## config.mk

```make
export PLATFORM = sky130hd
export DESIGN_NAME = traffic_light_monitor_flat
export DESIGN_NICKNAME = d
export VERILOG_FILES = /design/src/rtl/traffic_pkg.sv /design/src/rtl/traffic_light_monitor_if.sv /design/src/rtl/light_channel_checker.sv /design/src/rtl/traffic_light_monitor.sv /design/src/flat_wrapper.sv
export SDC_FILE = /design/constraint.sdc
export NUM_CORES = 1
export LEC_CHECK = 0
export ABC_AREA = 1
export BUFFER_PORTS_ARGS = -buffer_cell sky130_fd_sc_hd__clkbuf_2
export CAP_MARGIN = 10
export CELL_PAD_IN_SITES_DETAIL_PLACEMENT = 0
export CELL_PAD_IN_SITES_GLOBAL_PLACEMENT = 1
export CORE_MARGIN = 8
export CORE_UTILIZATION = 45
export CTS_BUF_LIST = sky130_fd_sc_hd__clkbuf_8
export DETAILED_ROUTE_END_ITERATION = 16
export PLACE_DENSITY = 0.87
export SKIP_LAST_GASP = 1
export SYNTH_ARGS = -nofsm -noshare
export SYNTH_HDL_FRONTEND = slang
export SYNTH_HIERARCHICAL = 1
export SYNTH_SLANG_ARGS = --single-unit
```

## constraint.sdc

```tcl
create_clock -name clk -period 2.4 [get_ports clk]
set_input_delay 0.48 -clock clk [delete_from_list [all_inputs] [get_ports clk]]
set_output_delay 0.48 -clock clk [all_outputs]
set_load 0.05 [all_outputs]
```

## src/rtl/traffic_pkg.sv

```systemverilog
// Shared light codes, lamp patterns, monitor state and fault codes for the
// traffic light monitor and its per-direction channel checkers.
package traffic_pkg;

    localparam logic [1:0] GREEN   = 2'b00;
    localparam logic [1:0] YELLOW  = 2'b01;
    localparam logic [1:0] RED     = 2'b10;
    localparam logic [1:0] INVALID = 2'b11;

    localparam logic [2:0] LAMP_OFF    = 3'b000;
    localparam logic [2:0] LAMP_GREEN  = 3'b001;
    localparam logic [2:0] LAMP_YELLOW = 3'b010;
    localparam logic [2:0] LAMP_RED    = 3'b100;

    typedef enum logic {
        NORMAL = 1'b0,
        FAULT  = 1'b1
    } statetype;

    typedef enum logic [2:0] {
        FC_NONE         = 3'd0,
        FC_INVALID      = 3'd1,
        FC_CONFLICT     = 3'd2,
        FC_ILLEGAL      = 3'd3,
        FC_SHORT_YELLOW = 3'd4
    } fault_code_t;

    function automatic logic [2:0] decode_light(input logic [1:0] code);
        logic [2:0] lamp;
        case (code)
            GREEN:   lamp = LAMP_GREEN;
            YELLOW:  lamp = LAMP_YELLOW;
            RED:     lamp = LAMP_RED;
            default: lamp = LAMP_OFF;
        endcase
        return lamp;
    endfunction

    // Each light may hold, or advance one step around G -> Y -> R -> G.
    function automatic logic legal_step(input logic [1:0] prev, input logic [1:0] cur);
        logic ok;
        case (prev)
            GREEN:   ok = (cur == GREEN)  || (cur == YELLOW);
            YELLOW:  ok = (cur == YELLOW) || (cur == RED);
            RED:     ok = (cur == RED)    || (cur == GREEN);
            default: ok = 1'b0;
        endcase
        return ok;
    endfunction

endpackage

```

## src/rtl/traffic_light_monitor_if.sv

```systemverilog
// Light-code link between the intersection controller (master) and the monitor (slave).
// la/lb/clear_fault are level signals sampled on every clock; there is no valid/ready handshake.
interface traffic_light_monitor_if;

    logic [1:0] la;
    logic [1:0] lb;
    logic       clear_fault;
    logic [2:0] lamp_a;
    logic [2:0] lamp_b;
    logic       fault;
    logic [2:0] fault_code;
    logic       state_dbg;

    modport master (
        output la, lb, clear_fault,
        input  lamp_a, lamp_b, fault, fault_code, state_dbg
    );

    modport slave (
        input  la, lb, clear_fault,
        output lamp_a, lamp_b, fault, fault_code, state_dbg
    );

endinterface

```

## src/rtl/light_channel_checker.sv

```systemverilog
// One direction's input history: previous code, consecutive-yellow count and
// the per-channel violation flags derived from them.
module light_channel_checker
    import traffic_pkg::*;
#(
    parameter int unsigned MIN_YELLOW = 1,
    parameter int unsigned CNT_W      = 8
) (
    input  logic       clk,
    input  logic       reset,
    input  logic [1:0] code_i,
    input  logic       restart_i,
    output logic [2:0] lamp_o,
    output logic       invalid_o,
    output logic       illegal_o,
    output logic       short_yellow_o
);

    localparam logic [CNT_W-1:0] CNT_MAX = {CNT_W{1'b1}};
    localparam logic [CNT_W-1:0] MIN_Y   = CNT_W'(MIN_YELLOW);

    logic [1:0]       code_q;
    logic             prev_valid_q;
    logic [CNT_W-1:0] ycnt_q;
    logic [CNT_W-1:0] ycnt_d;

    always_comb begin
        ycnt_d = '0;
        if (code_i == YELLOW) begin
            ycnt_d = (ycnt_q == CNT_MAX) ? ycnt_q : ycnt_q + 1'b1;
        end
    end

    always_ff @(posedge clk) begin
        if (reset) begin
            code_q       <= RED;
            prev_valid_q <= 1'b0;
            ycnt_q       <= '0;
        end else begin
            code_q       <= code_i;
            prev_valid_q <= ~restart_i;
            ycnt_q       <= ycnt_d;
        end
    end

    assign lamp_o    = decode_light(code_i);
    assign invalid_o = (code_i == INVALID);
    assign illegal_o = prev_valid_q && !legal_step(code_q, code_i);
    // ycnt_q counts yellows already registered, i.e. how long yellow was shown.
    assign short_yellow_o = prev_valid_q && (code_q == YELLOW) && (code_i == RED)
                            && (ycnt_q < MIN_Y);

endmodule

```

## src/rtl/traffic_light_monitor.sv

```systemverilog
// Light-code consumer: decodes lamps, latches the first safety violation and
// flashes red on both directions until an operator clears the fault.
module traffic_light_monitor
    import traffic_pkg::*;
#(
    parameter int unsigned MIN_YELLOW = 1,
    parameter int unsigned FLASH_HALF = 4,
    parameter int unsigned CNT_W      = 8
) (
    input  logic                    clk,
    input  logic                    reset,
    traffic_light_monitor_if.slave  mon
);

    localparam logic [CNT_W-1:0] FLASH_LAST = CNT_W'(2 * FLASH_HALF - 1);
    localparam logic [CNT_W-1:0] FLASH_ON   = CNT_W'(FLASH_HALF);

    statetype         state_q, state_d;
    fault_code_t      code_q, code_d, viol_code;
    logic [2:0]       lamp_a_q, lamp_a_d, lamp_b_q, lamp_b_d;
    logic [CNT_W-1:0] flash_q, flash_d;
    logic [2:0]       dec_a, dec_b;
    logic             inv_a, inv_b, ill_a, ill_b, sy_a, sy_b;
    logic             restart;

    light_channel_checker #(.MIN_YELLOW(MIN_YELLOW), .CNT_W(CNT_W)) u_chk_a (
        .clk(clk), .reset(reset), .code_i(mon.la), .restart_i(restart),
        .lamp_o(dec_a), .invalid_o(inv_a), .illegal_o(ill_a), .short_yellow_o(sy_a)
    );

    light_channel_checker #(.MIN_YELLOW(MIN_YELLOW), .CNT_W(CNT_W)) u_chk_b (
        .clk(clk), .reset(reset), .code_i(mon.lb), .restart_i(restart),
        .lamp_o(dec_b), .invalid_o(inv_b), .illegal_o(ill_b), .short_yellow_o(sy_b)
    );

    always_comb begin
        viol_code = FC_NONE;
        if (inv_a || inv_b) begin
            viol_code = FC_INVALID;
        end else if ((mon.la != RED) && (mon.lb != RED)) begin
            viol_code = FC_CONFLICT;
        end else if (ill_a || ill_b) begin
            viol_code = FC_ILLEGAL;
        end else if (sy_a || sy_b) begin
            viol_code = FC_SHORT_YELLOW;
        end
    end

    always_comb begin
        state_d  = state_q;
        code_d   = code_q;
        lamp_a_d = lamp_a_q;
        lamp_b_d = lamp_b_q;
        flash_d  = flash_q;
        restart  = 1'b0;
        case (state_q)
            NORMAL: begin
                if (viol_code != FC_NONE) begin
                    state_d  = FAULT;
                    code_d   = viol_code;
                    lamp_a_d = LAMP_RED;
                    lamp_b_d = LAMP_RED;
                    flash_d  = '0;
                end else begin
                    lamp_a_d = dec_a;
                    lamp_b_d = dec_b;
                end
            end
            FAULT: begin
                if (mon.clear_fault && (mon.la == RED) && (mon.lb == RED)) begin
                    state_d  = NORMAL;
                    code_d   = FC_NONE;
                    lamp_a_d = dec_a;
                    lamp_b_d = dec_b;
                    flash_d  = '0;
                    restart  = 1'b1;
                end else begin
                    // flash_d counts cycles since detection modulo two half-periods.
                    flash_d  = (flash_q == FLASH_LAST) ? '0 : flash_q + 1'b1;
                    lamp_a_d = (flash_d < FLASH_ON) ? LAMP_RED : LAMP_OFF;
                    lamp_b_d = (flash_d < FLASH_ON) ? LAMP_RED : LAMP_OFF;
                end
            end
            default: state_d = NORMAL;
        endcase
    end

    always_ff @(posedge clk) begin
        if (reset) begin
            state_q  <= NORMAL;
            code_q   <= FC_NONE;
            lamp_a_q <= LAMP_RED;
            lamp_b_q <= LAMP_RED;
            flash_q  <= '0;
        end else begin
            state_q  <= state_d;
            code_q   <= code_d;
            lamp_a_q <= lamp_a_d;
            lamp_b_q <= lamp_b_d;
            flash_q  <= flash_d;
        end
    end

    assign mon.lamp_a     = lamp_a_q;
    assign mon.lamp_b     = lamp_b_q;
    assign mon.fault      = (state_q == FAULT);
    assign mon.fault_code = code_q;
    assign mon.state_dbg  = state_q;

endmodule

```

## src/flat_wrapper.sv

```systemverilog
// flat-port wrapper written by rule: the top's interface ports become plain ports
module traffic_light_monitor_flat import traffic_pkg::*;
#(
    parameter int unsigned MIN_YELLOW = 1,
    parameter int unsigned FLASH_HALF = 4,
    parameter int unsigned CNT_W      = 8
)
  (clk, reset, mon_la, mon_lb, mon_clear_fault, mon_lamp_a, mon_lamp_b, mon_fault, mon_fault_code, mon_state_dbg);
  traffic_light_monitor_if mon_i ();
  input  logic clk;
  input  logic reset;
  input wire logic [$bits(mon_i.la)-1:0] mon_la;
  input wire logic [$bits(mon_i.lb)-1:0] mon_lb;
  input wire logic [$bits(mon_i.clear_fault)-1:0] mon_clear_fault;
  output wire logic [$bits(mon_i.lamp_a)-1:0] mon_lamp_a;
  output wire logic [$bits(mon_i.lamp_b)-1:0] mon_lamp_b;
  output wire logic [$bits(mon_i.fault)-1:0] mon_fault;
  output wire logic [$bits(mon_i.fault_code)-1:0] mon_fault_code;
  output wire logic [$bits(mon_i.state_dbg)-1:0] mon_state_dbg;
  assign mon_i.la = mon_la;
  assign mon_i.lb = mon_lb;
  assign mon_i.clear_fault = mon_clear_fault;
  assign mon_lamp_a = mon_i.lamp_a;
  assign mon_lamp_b = mon_i.lamp_b;
  assign mon_fault = mon_i.fault;
  assign mon_fault_code = mon_i.fault_code;
  assign mon_state_dbg = mon_i.state_dbg;
  traffic_light_monitor #(.MIN_YELLOW(MIN_YELLOW), .FLASH_HALF(FLASH_HALF), .CNT_W(CNT_W)) u_core (.clk(clk), .reset(reset), .mon(mon_i));
endmodule
```

==> metrics.md, run 1 <==
| Metric | Value |
|---|---|
| Status | `finished, final reports clean` |
| Largest net degree at the start of global routing | `21` |
| Drt drc | `0` |
| Number of synthesized flops with an enable pin | `0` |
| Avg Inst Size Synth | `6.891 um^2` |
| Share of cells above drive strength 1 | `14.04%` |
| Clk_skew | `0.007111 ns` |
| Worst Setup SP | `u_core/u_chk_b/code_q[0]` |
| Clk slew on worst S/H paths | `0.08 ns` |
| Sink Count | `40` |
| HP Start | `mon_lb[0]` |
| # Max-Cap Violations | `0` |
| Initial antenna violation count | `0` |
| DR vias/cell | `4.779` |
| RSZ-0062 raised after global routing | `no` |
| Synth area leaders | `dfxtp_1 35%, nand2_1 13%, inv_1 9.9%, ha_1 7.6%, nand3_1 7.6%` |
| Distinct cells, synth | `26` |
| CP Class | `register to register` |
| Area of the core | `5042 um^2` |
| Startpoint Class | `register` |
| Peak supply drop | `0.3675 mV` |
| Main flop type after synthesis | `dfxtp_1` |
| P per Cell Area | `494.2 nW/um^2` |
| Syn Nets | `356` |
| Clock Tree Root | `clkbuf_8` |
| Worst-Margin Slew | `0.6159 ns` |
| Global-route wire length before repair | `8473 um` |
| # hold bufs at CTS | `0` |
| # IOs | `18` |
| Die width | `87.63 um` |
| Site Rows | `26` |
| Worst r2r dst | `u_core/mon.lamp_a[0]` |
| Reg-to-Reg Start | `u_core/u_chk_b/code_q[0]` |
| CP endpoint kind | `register` |
| WHS Endpoint | `u_core/u_chk_b/code_q[0]` |
| Fin. Hold Viols | `0` |
| Post-layout min period | `2.136 ns` |
| Setup ws final | `0.2635 ns` |
| DP Worst Slack | `0.2555 ns` |
| Warnings from Yosys | `6` |
| Layout area overhead | `10.03%` |
| Leakage | `1.201 nW` |
| Fmax | `468.1 MHz` |
| Share of flip-flops with an asynchronous set or reset | `0%` |
| Setup Buffers After CTS | `0` |
| Sequential-to-total area share from yosys stat | `34.69%` |
| Yosys top cell area share | `34.69%` |
| Post-CTS sizing | `0` |
| Worst skew pair latency | `0.28 ns` |
| Max H-tree Level | `2` |
| DP HPWL | `3666 um` |
| GRT overflow | `0` |
| FILL cells | `536` |
| Commonest cells post-synth | `78 x nand2_1, 61 x inv_1, 40 x dfxtp_1, 35 x nand3_1, 32 x nor2_1` |
| Final ANT Viol Nets | `0` |
| Worst-path maximum fanout | `12` |
| Wire per inst | `11.43 um` |
| CTS tree | `built` |
| Final Slew Violations | `0` |
| Synth Register Bits | `40` |
| Die Y | `87.63 um` |
| Post-synthesis cell count | `335` |
| R2R cell count | `11` |
| PortBufs | `17` |
| Die ar. | `7678 um^2` |
| Hold depth | `3` |
| Min-delay worst type | `primary input to register` |
| Nets | `377` |
| Post-synth top area cell | `dfxtp_1` |
| R2R setup slack | `0.26 ns` |
| Starting Density | `45.78%` |
| Critical path arrival | `2.36 ns` |
| # diodes | `0` |
| Max_slew headroom | `58.79%` |
| 1st-iter DRT viols | `127` |
| Final wirelength | `4869 um` |
| Post-Syn Area | `2308 um^2` |
| Top-count cell post-synth | `nand2_1` |
| Setup Viol. Count Final | `0` |
| Vias | `2036` |
| Fin crit share | `89.02%` |
| GPL Wtd Cong | `0.8160` |
| Tot GR Track Use | `13.86%` |
| Number of global-route vias before repair | `1939` |
| Inserted Clock Buffers | `5` |
| CP required | `2.63 ns` |
| Deepest clock path buffer count | `2` |
| DRT Pass-1 Iters | `4` |
| Setup TNS | `0 ns` |
[per-layer routing]
metal / global-route usage, % / share of wire, % / vias to the layer above / wire [um]
met2: 23.14 / 46 / 31 / 2220
met4: 4.375 / 0.97 / 0 / 47
met5: 0 / 0 / - / 0
li1: - / - / 1085 / -
met3: 3.283 / 4.0 / 4 / 196
met1: 17.06 / 49 / 916 / 2405
[cell type report]
class / instances / area, um^2 / area share [%]
Multi-Input combinational cell: 228 / 1246 / 49.06
Sequential cell: 40 / 800.8 / 31.53
Inverter: 64 / 242.7 / 9.557
Tap cell: 70 / 87.58 / 3.448
Timing Repair Buffer: 17 / 85.08 / 3.350
Clock buffer: 5 / 68.82 / 2.709
Clock inverter: 2 / 8.758 / 0.3448
[worst max path at each step]
stage | slack, ns | end | cells past startpoint
6_report | 0.26 | u_core/mon.lamp_a[0] | 11
5_1_grt | 0.009 | u_core/mon.lamp_a[0] | 11
4_1_cts | 0.26 | u_core/mon.lamp_b[1] | 11
3_5_place_dp | 0.26 | u_core/mon.lamp_b[1] | 11
3_3_place_gp | 0.31 | u_core/mon.lamp_b[1] | 11
2_1_floorplan | 0.63 | u_core/mon.lamp_a[2] | 13
[cell families (layout without fill, tap and decap cells)]
family	after synthesis	in the layout	share of synthesized area (%)
AND/OR/NAND/NOR	176	176	36.80
flip-flops	40	40	34.69
AO/OA/AOI/OAI	36	36	8.834
buffers and inverters	67	88	11.33
XOR/XNOR	2	2	0.7589
adder cells (fa/ha/maj)	14	14	7.588
[cell usage in the layout (no fill, tap or decap), types with 5 or more instances in the layout]
cell      count
o21ai_0       9
a21oi_1      17
nor2_1       32
nor2_2        5
nor3_1        6
nand3_1      35
clkbuf_2     17
ha_1         14
clkbuf_8      5
nor2_4        6
dfxtp_1      40
inv_1        62
nand2_1      78
[worst max-delay path: stages (launching register included)]
cell	delay, ns
dfxtp_1	0.36
inv_1	0.07
ha_1	0.27
a21boi_0	0.18
nand2_1	0.07
nand2_1	0.06
a21oi_1	0.07
nor2_1	0.14
nand4_1	0.15
nor2_2	0.41
nor2_1	0.16
nor2_1	0.12
[power by group]
part / switching [mW] / internal (mW) / total (mW)
clock: 0.221 / 0.193 / 0.414
combinational: 0.104 / 0.0422 / 0.147
sequential: 0.0150 / 0.679 / 0.694
total: 0.340 / 0.915 / 1.26
[registers in the layout, indices dropped and copies added (netlist names), 2 cells and up]
register,count
u_core/u_chk_b/ycnt_q,8
u_core/u_chk_a/code_q,2
u_core/u_chk_b/code_q,2
u_core/flash_q,8
u_core/mon.fault_code,3
u_core/mon.lamp_a,3
u_core/u_chk_a/ycnt_q,8
u_core/mon.lamp_b,3
[through the flow]
| step | hold WS [ns] | total power [mW] | cell area (um^2) | cells | util, % |
|---|---|---|---|---|---|
| floorplan | 0.4567 | 0.8154 | 2308 | 335 | - |
| global placement | 0.4728 | 0.8553 | 2462 | 419 | 48.83 |
| detailed placement | 0.4793 | 0.8560 | 2462 | 419 | 48.83 |
| CTS | 0.4623 | 1.267 | 2540 | 426 | 50.37 |
| global route | 0.4743 | 1.318 | 2540 | 426 | 50.37 |
| finish | 0.4682 | 1.255 | 2540 | 426 | 50.37 |
Note: power is estimated with default switching activity, not from simulation.
==> inputs of run 2 (changes only) <==
--- a/config.mk
+++ b/config.mk
@@ -5,13 +5,12 @@
 export SDC_FILE = /design/constraint.sdc
 export NUM_CORES = 1
 export LEC_CHECK = 0
-export ABC_AREA = 1
 export BUFFER_PORTS_ARGS = -buffer_cell sky130_fd_sc_hd__clkbuf_2
 export CAP_MARGIN = 10
 export CELL_PAD_IN_SITES_DETAIL_PLACEMENT = 0
 export CELL_PAD_IN_SITES_GLOBAL_PLACEMENT = 1
 export CORE_MARGIN = 8
-export CORE_UTILIZATION = 45
+export CORE_UTILIZATION = 47
 export CTS_BUF_LIST = sky130_fd_sc_hd__clkbuf_8
 export DETAILED_ROUTE_END_ITERATION = 16
 export PLACE_DENSITY = 0.87
==> run 2 against run 1 <==
  * Cell count down 20%
  * Hold slack worse by 0.038 ns
  * Clock power up 46%
  * Critical endpoint is now u_core/mon.lamp_a[2]
  * Largest power group unchanged
==> metrics.md, run 2 <==
| Metric | Value |
|---|---|
| Die width | `85.28 um (-2.7%)` |
| Fin. Hold Viols | `0 (unchanged)` |
| Avg Inst Size Synth | `8.449 um^2 (+23%)` |
| Most common library cell in the layout ignoring fill and taps | `dfxtp_1` |
| Clock Tree Root | `clkbuf_8` |
| DR vias/cell | `5.711 (+19%)` |
| Min-delay worst type | `primary input to register` |
| Warnings from Yosys | `6 (unchanged)` |
| Top-count cell post-synth | `dfxtp_1` |
| Met2 Use GR | `21.45% (-1.7 points)` |
| Crit path buffers/inverters | `1 (unchanged)` |
| Setup Viol. Count Final | `0 (unchanged)` |
| Final wirelength | `4914 um (+0.92%)` |
| Number of global-route vias before repair | `1827 (-5.8%)` |
| Critical path arrival | `2.43 ns (+0.07 ns)` |
| R2R setup slack | `0.15 ns (-0.11 ns)` |
| Clk_skew | `0.005177 ns (-0.001933 ns)` |
| Site Rows | `25 (-3.8%)` |
| Fin crit share | `93.74% (+4.7 points)` |
| DP HPWL | `3565 um (-2.8%)` |
| # diodes | `0 (unchanged)` |
| Peak supply drop | `0.2548 mV (-31%)` |
| GRT overflow | `0 (unchanged)` |
| Share of flip-flops with an asynchronous set or reset | `0% (unchanged)` |
| Worst-Margin Slew | `0.4471 ns (-0.1688 ns)` |
| Commonest cells post-synth | `40 x dfxtp_1, 27 x nor2_1, 19 x a21oi_1, 15 x inv_1, 15 x nor3_1` |
| Slowest cell on crit path | `a2111oi_4` |
| HP Start | `reset` |
| Max_slew headroom | `70.13% (+11 points)` |
| Final Slew Violations | `0 (unchanged)` |
| Placed cell count | `333 (-21%)` |
| Die Y | `85.28 um (-2.7%)` |
| Sequential-to-total area share from yosys stat | `35.50% (+0.81 points)` |
| Share of cells above drive strength 1 | `17.01% (+3.0 points)` |
| Final ANT Viol Nets | `0 (unchanged)` |
| Syn Nets | `288 (-19%)` |
| Worst skew pair latency | `0.29 ns (about the same)` |
| FILL cells | `454 (-15%)` |
| CP endpoint kind | `register` |
| Worst path cell trace | `inv_1, ha_1, a31oi_1, o311a_1, a2111oi_4, and2_4, nor2_1, nor4_2, nor3_1` |
| Inserted Clock Buffers | `5 (unchanged)` |
| Regs by FF count | `u_core/flash_q: 8 flops, u_core/u_chk_a/ycnt_q: 8 flops, u_core/u_chk_b/ycnt_q: 8 flops` |
| Worst path max stage delay | `0.40 ns (about the same)` |
| Sink Count | `40 (unchanged)` |
| Wire per inst | `14.37 um (+26%)` |
| Met1 GRT Util | `18.59% (+1.5 points)` |
| # Max-Cap Violations | `0 (unchanged)` |
| CP required | `2.58 ns (-0.05 ns)` |
| Layout area overhead | `13.31%` |
| Fmax | `444.5 MHz (-5.0%)` |
| Synth Register Bits | `40 (unchanged)` |
| Nets | `308 (-18%)` |
| Worst r2r dst | `u_core/mon.lamp_a[2]` |
| Post-synthesis cell count | `267 (-20%)` |
| Initial antenna violation count | `0 (unchanged)` |
| Starting Density | `48.08% (+2.3 points)` |
| Cell family with most CP delay | `compound AO/OA/AOI/OAI gates` |
| Startpoint Class | `register` |
| # IOs | `18 (unchanged)` |
| RSZ-0062 raised after global routing | `yes` |
| Area of the core | `4692 um^2 (-6.9%)` |
| Post-layout min period | `2.250 ns (+0.1133 ns)` |
| CP Class | `register to register` |
| Deepest clock path buffer count | `2 (unchanged)` |
| Status | `finished, final reports clean` |
| CTS tree | `built` |
| Leakage | `1.051 nW (-12%)` |
| Die ar. | `7273 um^2 (-5.3%)` |
| Post-Syn Area | `2256 um^2 (-2.3%)` |
| Commonest cells after routing, fill and taps aside | `40 x dfxtp_1, 27 x nor2_1, 19 x a21oi_1` |
| Tot Pwr | `1.461 mW (+16%)` |
| Drt drc | `0 (unchanged)` |
| 1st-iter DRT viols | `87 (-31%)` |
| Main flop type after synthesis | `dfxtp_1` |
| Vias | `1953 (-4.1%)` |
| Clk slew on worst S/H paths | `0.08 ns (about the same)` |
| Seq. cell area | `800.8 um^2 (unchanged)` |
| Largest net degree at the start of global routing | `24 (+14%)` |
| Area occupied by multi-input gates | `1345 um^2 (+7.9%)` |
| GR peak layer | `met2` |
| Synth area leaders | `dfxtp_1 35%, ha_1 7.8%, nor2_1 4.5%, a21oi_1 4.2%, nor3_1 3.3%` |
| Met3 Resource Use GR | `4.054% (+0.77 points)` |
| Hold depth | `2 (-1)` |
| Max H-tree Level | `2 (unchanged)` |
| Post-route insts no fill | `342 (-20%)` |
| Worst-path maximum fanout | `5 (-7)` |
| PortBufs | `17 (unchanged)` |
| P per Cell Area | `571.6 nW/um^2 (+16%)` |
| Post-synth top area cell | `dfxtp_1` |
| DRT Pass-1 Iters | `4 (unchanged)` |
| Reg-to-Reg Start | `u_core/u_chk_a/code_q[0]` |
| R2R cell count | `9 (-2)` |
| Tot GR Track Use | `14.27% (+0.41 points)` |
| Distinct cells, synth | `44 (+69%)` |
| Worst Setup SP | `u_core/u_chk_a/code_q[0]` |
| Fin util | `54.48% (+4.1 points)` |
| Global-route wire length before repair | `8500 um (+0.32%)` |
| Number of synthesized flops with an enable pin | `0 (unchanged)` |
| WHS Endpoint | `u_core/u_chk_a/code_q[0]` |
| Yosys top cell area share | `35.50% (+0.81 points)` |
| GPL Wtd Cong | `0.7975 (-2.3%)` |
[run 2: changes by cell type after synthesis, moves of 6 or more]
cell      previous run  this run
and2_1               0         6
nand3_1             35        12
nor3_1               6        15
clkbuf_1             1         9
and3_1               0         6
nor2b_1              0         7
inv_1               61        15
nor2_4               6         0
nand2_1             78         9
[run 2: worst reg2reg max path, cell delays in order (launching register included)]
cell and delay [ns]:
dfxtp_1 0.37, inv_1 0.08, ha_1 0.30, a31oi_1 0.09, o311a_1 0.36, a2111oi_4 0.40, and2_4 0.24, nor2_1 0.07
nor4_2 0.16, nor3_1 0.07
[run 2: cell families (layout without fill, tap and decap cells)]
logic type	after synthesis	count (layout)	synth area share, %
AOI/OAI and AO/OA	64	64	20.69
xor gates and xnor gates	4	4	1.553
adders and majority gates	14	14	7.765
buffers and inverters	29	50	5.490
DFF	40	40	35.50
and+or+nand+nor	116	116	29.01
[run 2: repair_timing]
| item | in CTS | in global routing |
|---|---|---|
| setup buffers | 0 | 1 |
| resized for setup | 0 | 3 |
| setup endpoints to repair | 0 | 2 |
| hold buffers | 0 | 0 |
[run 2: cell type report]
type / count / area share [%]
Timing Repair Buffer: 27 / 6.265
Sequential cell: 40 / 31.33
Inverter: 15 / 2.203
Tap cell: 54 / 2.643
Clock buffer: 7 / 3.769
Multi-Input combinational cell: 198 / 52.62
Clock inverter: 1 / 1.175
[run 2: per-stage QoR]
stage                       TNS, ns  setup slack (ns)  hold slack (ns)  area [um^2]
after floorplan                   0            0.2901           0.4752         2256
after global placement            0            0.1666           0.4909         2409
after detailed placement          0           0.08817           0.4808         2409
after CTS                         0            0.1154           0.4297         2535
after global routing      -0.008086         -0.008086           0.4493         2556
final                             0            0.1502           0.4300         2556
[run 2: per-layer routing]
layer  wire length [um]  share of wire (%)
met1               2421                 49
met2               2153                 44
met3                256                5.2
met4                 82                1.7
met5                  0                  0
[run 2: worst max-delay path by stage]
stage,end,slack (ns),cells past startpoint
final,u_core/mon.lamp_a[2],0.15,9
after global routing,u_core/mon.lamp_b[2],-0.008,9
after CTS,u_core/mon.lamp_b[2],0.12,9
after detailed placement,u_core/mon.lamp_b[2],0.09,8
after global placement,u_core/mon.lamp_b[2],0.17,8
after floorplan,u_core/mon.lamp_a[2],0.29,10
[run 2: where the power goes]
part           internal, mW  total (mW)  switching [mW]  leakage (nW)
sequential            0.679       0.694          0.0148         0.326
combinational        0.0621       0.164           0.102         0.661
clock                 0.367       0.603           0.236        0.0645
==> inputs of run 3 (changes only) <==
--- a/config.mk
+++ b/config.mk
@@ -5,15 +5,16 @@
 export SDC_FILE = /design/constraint.sdc
 export NUM_CORES = 1
 export LEC_CHECK = 0
+export ABC_AREA = 1
 export BUFFER_PORTS_ARGS = -buffer_cell sky130_fd_sc_hd__clkbuf_2
 export CAP_MARGIN = 10
 export CELL_PAD_IN_SITES_DETAIL_PLACEMENT = 0
 export CELL_PAD_IN_SITES_GLOBAL_PLACEMENT = 1
 export CORE_MARGIN = 8
-export CORE_UTILIZATION = 47
+export CORE_UTILIZATION = 45
 export CTS_BUF_LIST = sky130_fd_sc_hd__clkbuf_8
 export DETAILED_ROUTE_END_ITERATION = 16
-export PLACE_DENSITY = 0.87
+export PLACE_DENSITY = 0.94
 export SKIP_LAST_GASP = 1
 export SYNTH_ARGS = -nofsm -noshare
 export SYNTH_HDL_FRONTEND = slang
==> run 3 against run 2 <==
  * Global-route usage is 0.63 points lower
  * Critical path type unchanged
  * Sequential share of layout area fell by 0.23 points
  * First-iteration DRC count up 16%
  * Critical path depth is 2 higher
  * Clock-buffer cell count down 2
  * Largest cell class unchanged
  * Hold slack better by 0.036 ns
  * Power fell by 5.9%
  * Non-clock buffer count decreased by 10
  * Sequential power about the same
==> metrics.md, run 3 (same netlist as run 1, synthesis figures left out) <==
| Metric | Value |
|---|---|
| Status | `finished, final reports clean` |
| Setup TNS | `0 ns (unchanged)` |
| # hold bufs at CTS | `0 (unchanged)` |
| Clock share of power | `38.8% (-2.5 points)` |
| Initial antenna violation count | `0 (unchanged)` |
| Most common library cell in the layout ignoring fill and taps | `nand2_1` |
| Leakage | `1.216 nW (+16%)` |
| Max_slew headroom | `66.34% (-3.8 points)` |
| CP endpoint kind | `register` |
| Layout area overhead | `11.54%` |
| Final wirelength | `4813 um (-2.1%)` |
| Flop pwr share | `50.5% (+3.0 points)` |
| Min-delay worst type | `primary input to register` |
| Max H-tree Level | `2 (unchanged)` |
| Area of the core | `5042 um^2 (+7.5%)` |
| Wire per inst | `11.27 um (-22%)` |
| CTS tree | `built` |
| Final Slew Violations | `0 (unchanged)` |
| Worst-Margin Slew | `0.5031 ns (+0.05604 ns)` |
| Post-CTS sizing | `0 (unchanged)` |
| Final ANT Viol Nets | `0 (unchanged)` |
| Worst skew pair latency | `0.29 ns (about the same)` |
| # IOs | `18 (unchanged)` |
| # Max-Cap Violations | `0 (unchanged)` |
| PortBufs | `17 (unchanged)` |
| Peak supply drop | `0.3899 mV (+53%)` |
| # diodes | `0 (unchanged)` |
| Die width | `87.63 um (+2.7%)` |
| Worst path max stage delay | `0.37 ns (-0.03 ns)` |
| GPL Wtd Cong | `0.7891 (-1.1%)` |
| Sink Count | `40 (unchanged)` |
| Commonest cells after routing, fill and taps aside | `78 x nand2_1, 62 x inv_1, 40 x dfxtp_1` |
| WHS | `0.4662 ns (+0.03619 ns)` |
| Worst-path maximum fanout | `12 (+7)` |
| Number of global-route vias before repair | `1977 (+8.2%)` |
| Crit path buffers/inverters | `1 (unchanged)` |
| Regs by FF count | `u_core/flash_q: 8 flops, u_core/u_chk_a/ycnt_q: 8 flops, u_core/u_chk_b/ycnt_q: 8 flops` |
| Cell family with most CP delay | `simple AND/OR/NAND/NOR gates` |
| Clk slew on worst S/H paths | `0.07 ns (about the same)` |
| Global-route wire length before repair | `8431 um (-0.81%)` |
| Post-route insts no fill | `427 (+25%)` |
| Setup Buffers After CTS | `0 (unchanged)` |
| DR vias/cell | `4.799 (-16%)` |
| Startpoint Class | `register` |
| Die ar. | `7678 um^2 (+5.6%)` |
| Site Rows | `26 (+4.0%)` |
| Inserted Clock Buffers | `5 (unchanged)` |
| DRT Pass-1 Iters | `4 (unchanged)` |
| Deepest clock path buffer count | `2 (unchanged)` |
| DP HPWL | `3678 um (+3.1%)` |
| Combinational Power Share | `10.6% (-0.6 points)` |
| Fin crit share | `83.99% (-9.7 points)` |
| Critical path arrival | `2.23 ns (-0.20 ns)` |
| FILL cells | `521 (+15%)` |
| 1st-iter DRT viols | `101 (+16%)` |
| Clk_skew | `0.008270 ns (+0.003093 ns)` |
| Crit-path most repeated cell | `nand2_1` |
| Tot GR Track Use | `13.64% (-0.63 points)` |
| CP required | `2.61 ns (+0.03 ns)` |
| Slowest cell on crit path | `dfxtp_1` |
| Sw Ratio | `25.37% (+1.2 points)` |
| GRT overflow | `0 (unchanged)` |
| Clock Tree Root | `clkbuf_8` |
| Switching power | `348.8 uW (-1.3%)` |
| Fin. Hold Viols | `0 (unchanged)` |
| Largest net degree at the start of global routing | `21 (-13%)` |
| Die Y | `87.63 um (+2.7%)` |
| Drt drc | `0 (unchanged)` |
| Setup Viol. Count Final | `0 (unchanged)` |
| Post-layout min period | `2.016 ns (-0.2340 ns)` |
| CP Class | `register to register` |
| Tot Pwr | `1.375 mW (-5.9%)` |
| Starting Density | `45.78% (-2.3 points)` |
| Cell internal pwr | `1.026 mW (-7.4%)` |
| Setup ws final | `0.3842 ns (+0.2340 ns)` |
| R2R setup slack | `0.38 ns (+0.23 ns)` |
| RSZ-0062 raised after global routing | `no` |
| Fmax | `496.1 MHz (+12%)` |
| Worst path cell trace | `inv_1, ha_1, a21boi_0, nand2_1, nand2_1, a21oi_1, nor2_1, nand4_1, nor2_4, nand2_1, a21oi_1` |
| Vias | `2049 (+4.9%)` |
| P per Cell Area | `534.0 nW/um^2 (-6.6%)` |
| Nets | `377 (+22%)` |
| Placed cell count | `419 (+26%)` |
| Share of cells above drive strength 1 | `14.29% (-2.7 points)` |
| DP Worst Slack | `0.2543 ns (+0.1662 ns)` |
==> run 3: through the flow <==
stage               cell area, um^2  util (%)
floorplan                      2308         -
global placement               2462     48.83
detailed placement             2462     48.83
CTS                            2570     50.97
global route                   2575     51.07
finish                         2575     51.07
==> run 3: power by group through the flow <==
stage	sequential, mW	clock (mW)	combinational (mW)
after floorplan	0.727	0	0.0884
after global placement	0.710	0	0.145
after detailed placement	0.710	0	0.147
after CTS	0.694	0.548	0.147
after global routing	0.697	0.571	0.166
final	0.695	0.534	0.146
==> run 3: path summary, 6_finish.rpt <==
check,start,endpoint,depth (start not counted)
setup reg to reg,u_core/u_chk_a/code_q[1],u_core/flash_q[4],11
setup / recovery,u_core/u_chk_a/code_q[1],u_core/flash_q[4],11
hold / removal,mon_lb[1],u_core/u_chk_b/code_q[1],2
hold reg to reg,u_core/mon.fault_code[1],u_core/mon.fault_code[1],2
==> run 3: layer usage <==
metal | wire [um] | share of wire (%) | track usage [%]
met2 | 2357 | 49 | 24.24
met4 | 51 | 1.1 | 4.531
met3 | 177 | 3.7 | 3.002
met1 | 2227 | 46 | 15.68
met5 | 0 | 0 | 0
==> run 3: worst register-to-register path: stages, from the launching register on <==
cell and delay (ns):
dfxtp_1 0.37, inv_1 0.08, ha_1 0.27, a21boi_0 0.18, nand2_1 0.07, nand2_1 0.05, a21oi_1 0.06, nor2_1 0.14
nand4_1 0.19, nor2_4 0.29, nand2_1 0.08, a21oi_1 0.17
==> run 3: final cells by class <==
class                   instances  area [um^2]  share of cell area [%]
clock buffers                   5        68.82                   2.672
clock inverters                 3        38.79                   1.506
inverters                      64        242.7                   9.427
multi-input cells             228         1251                   48.59
flip-flops and latches         40        800.8                   31.10
well taps                      70        87.58                   3.401
repair buffers                 17        85.08                   3.304
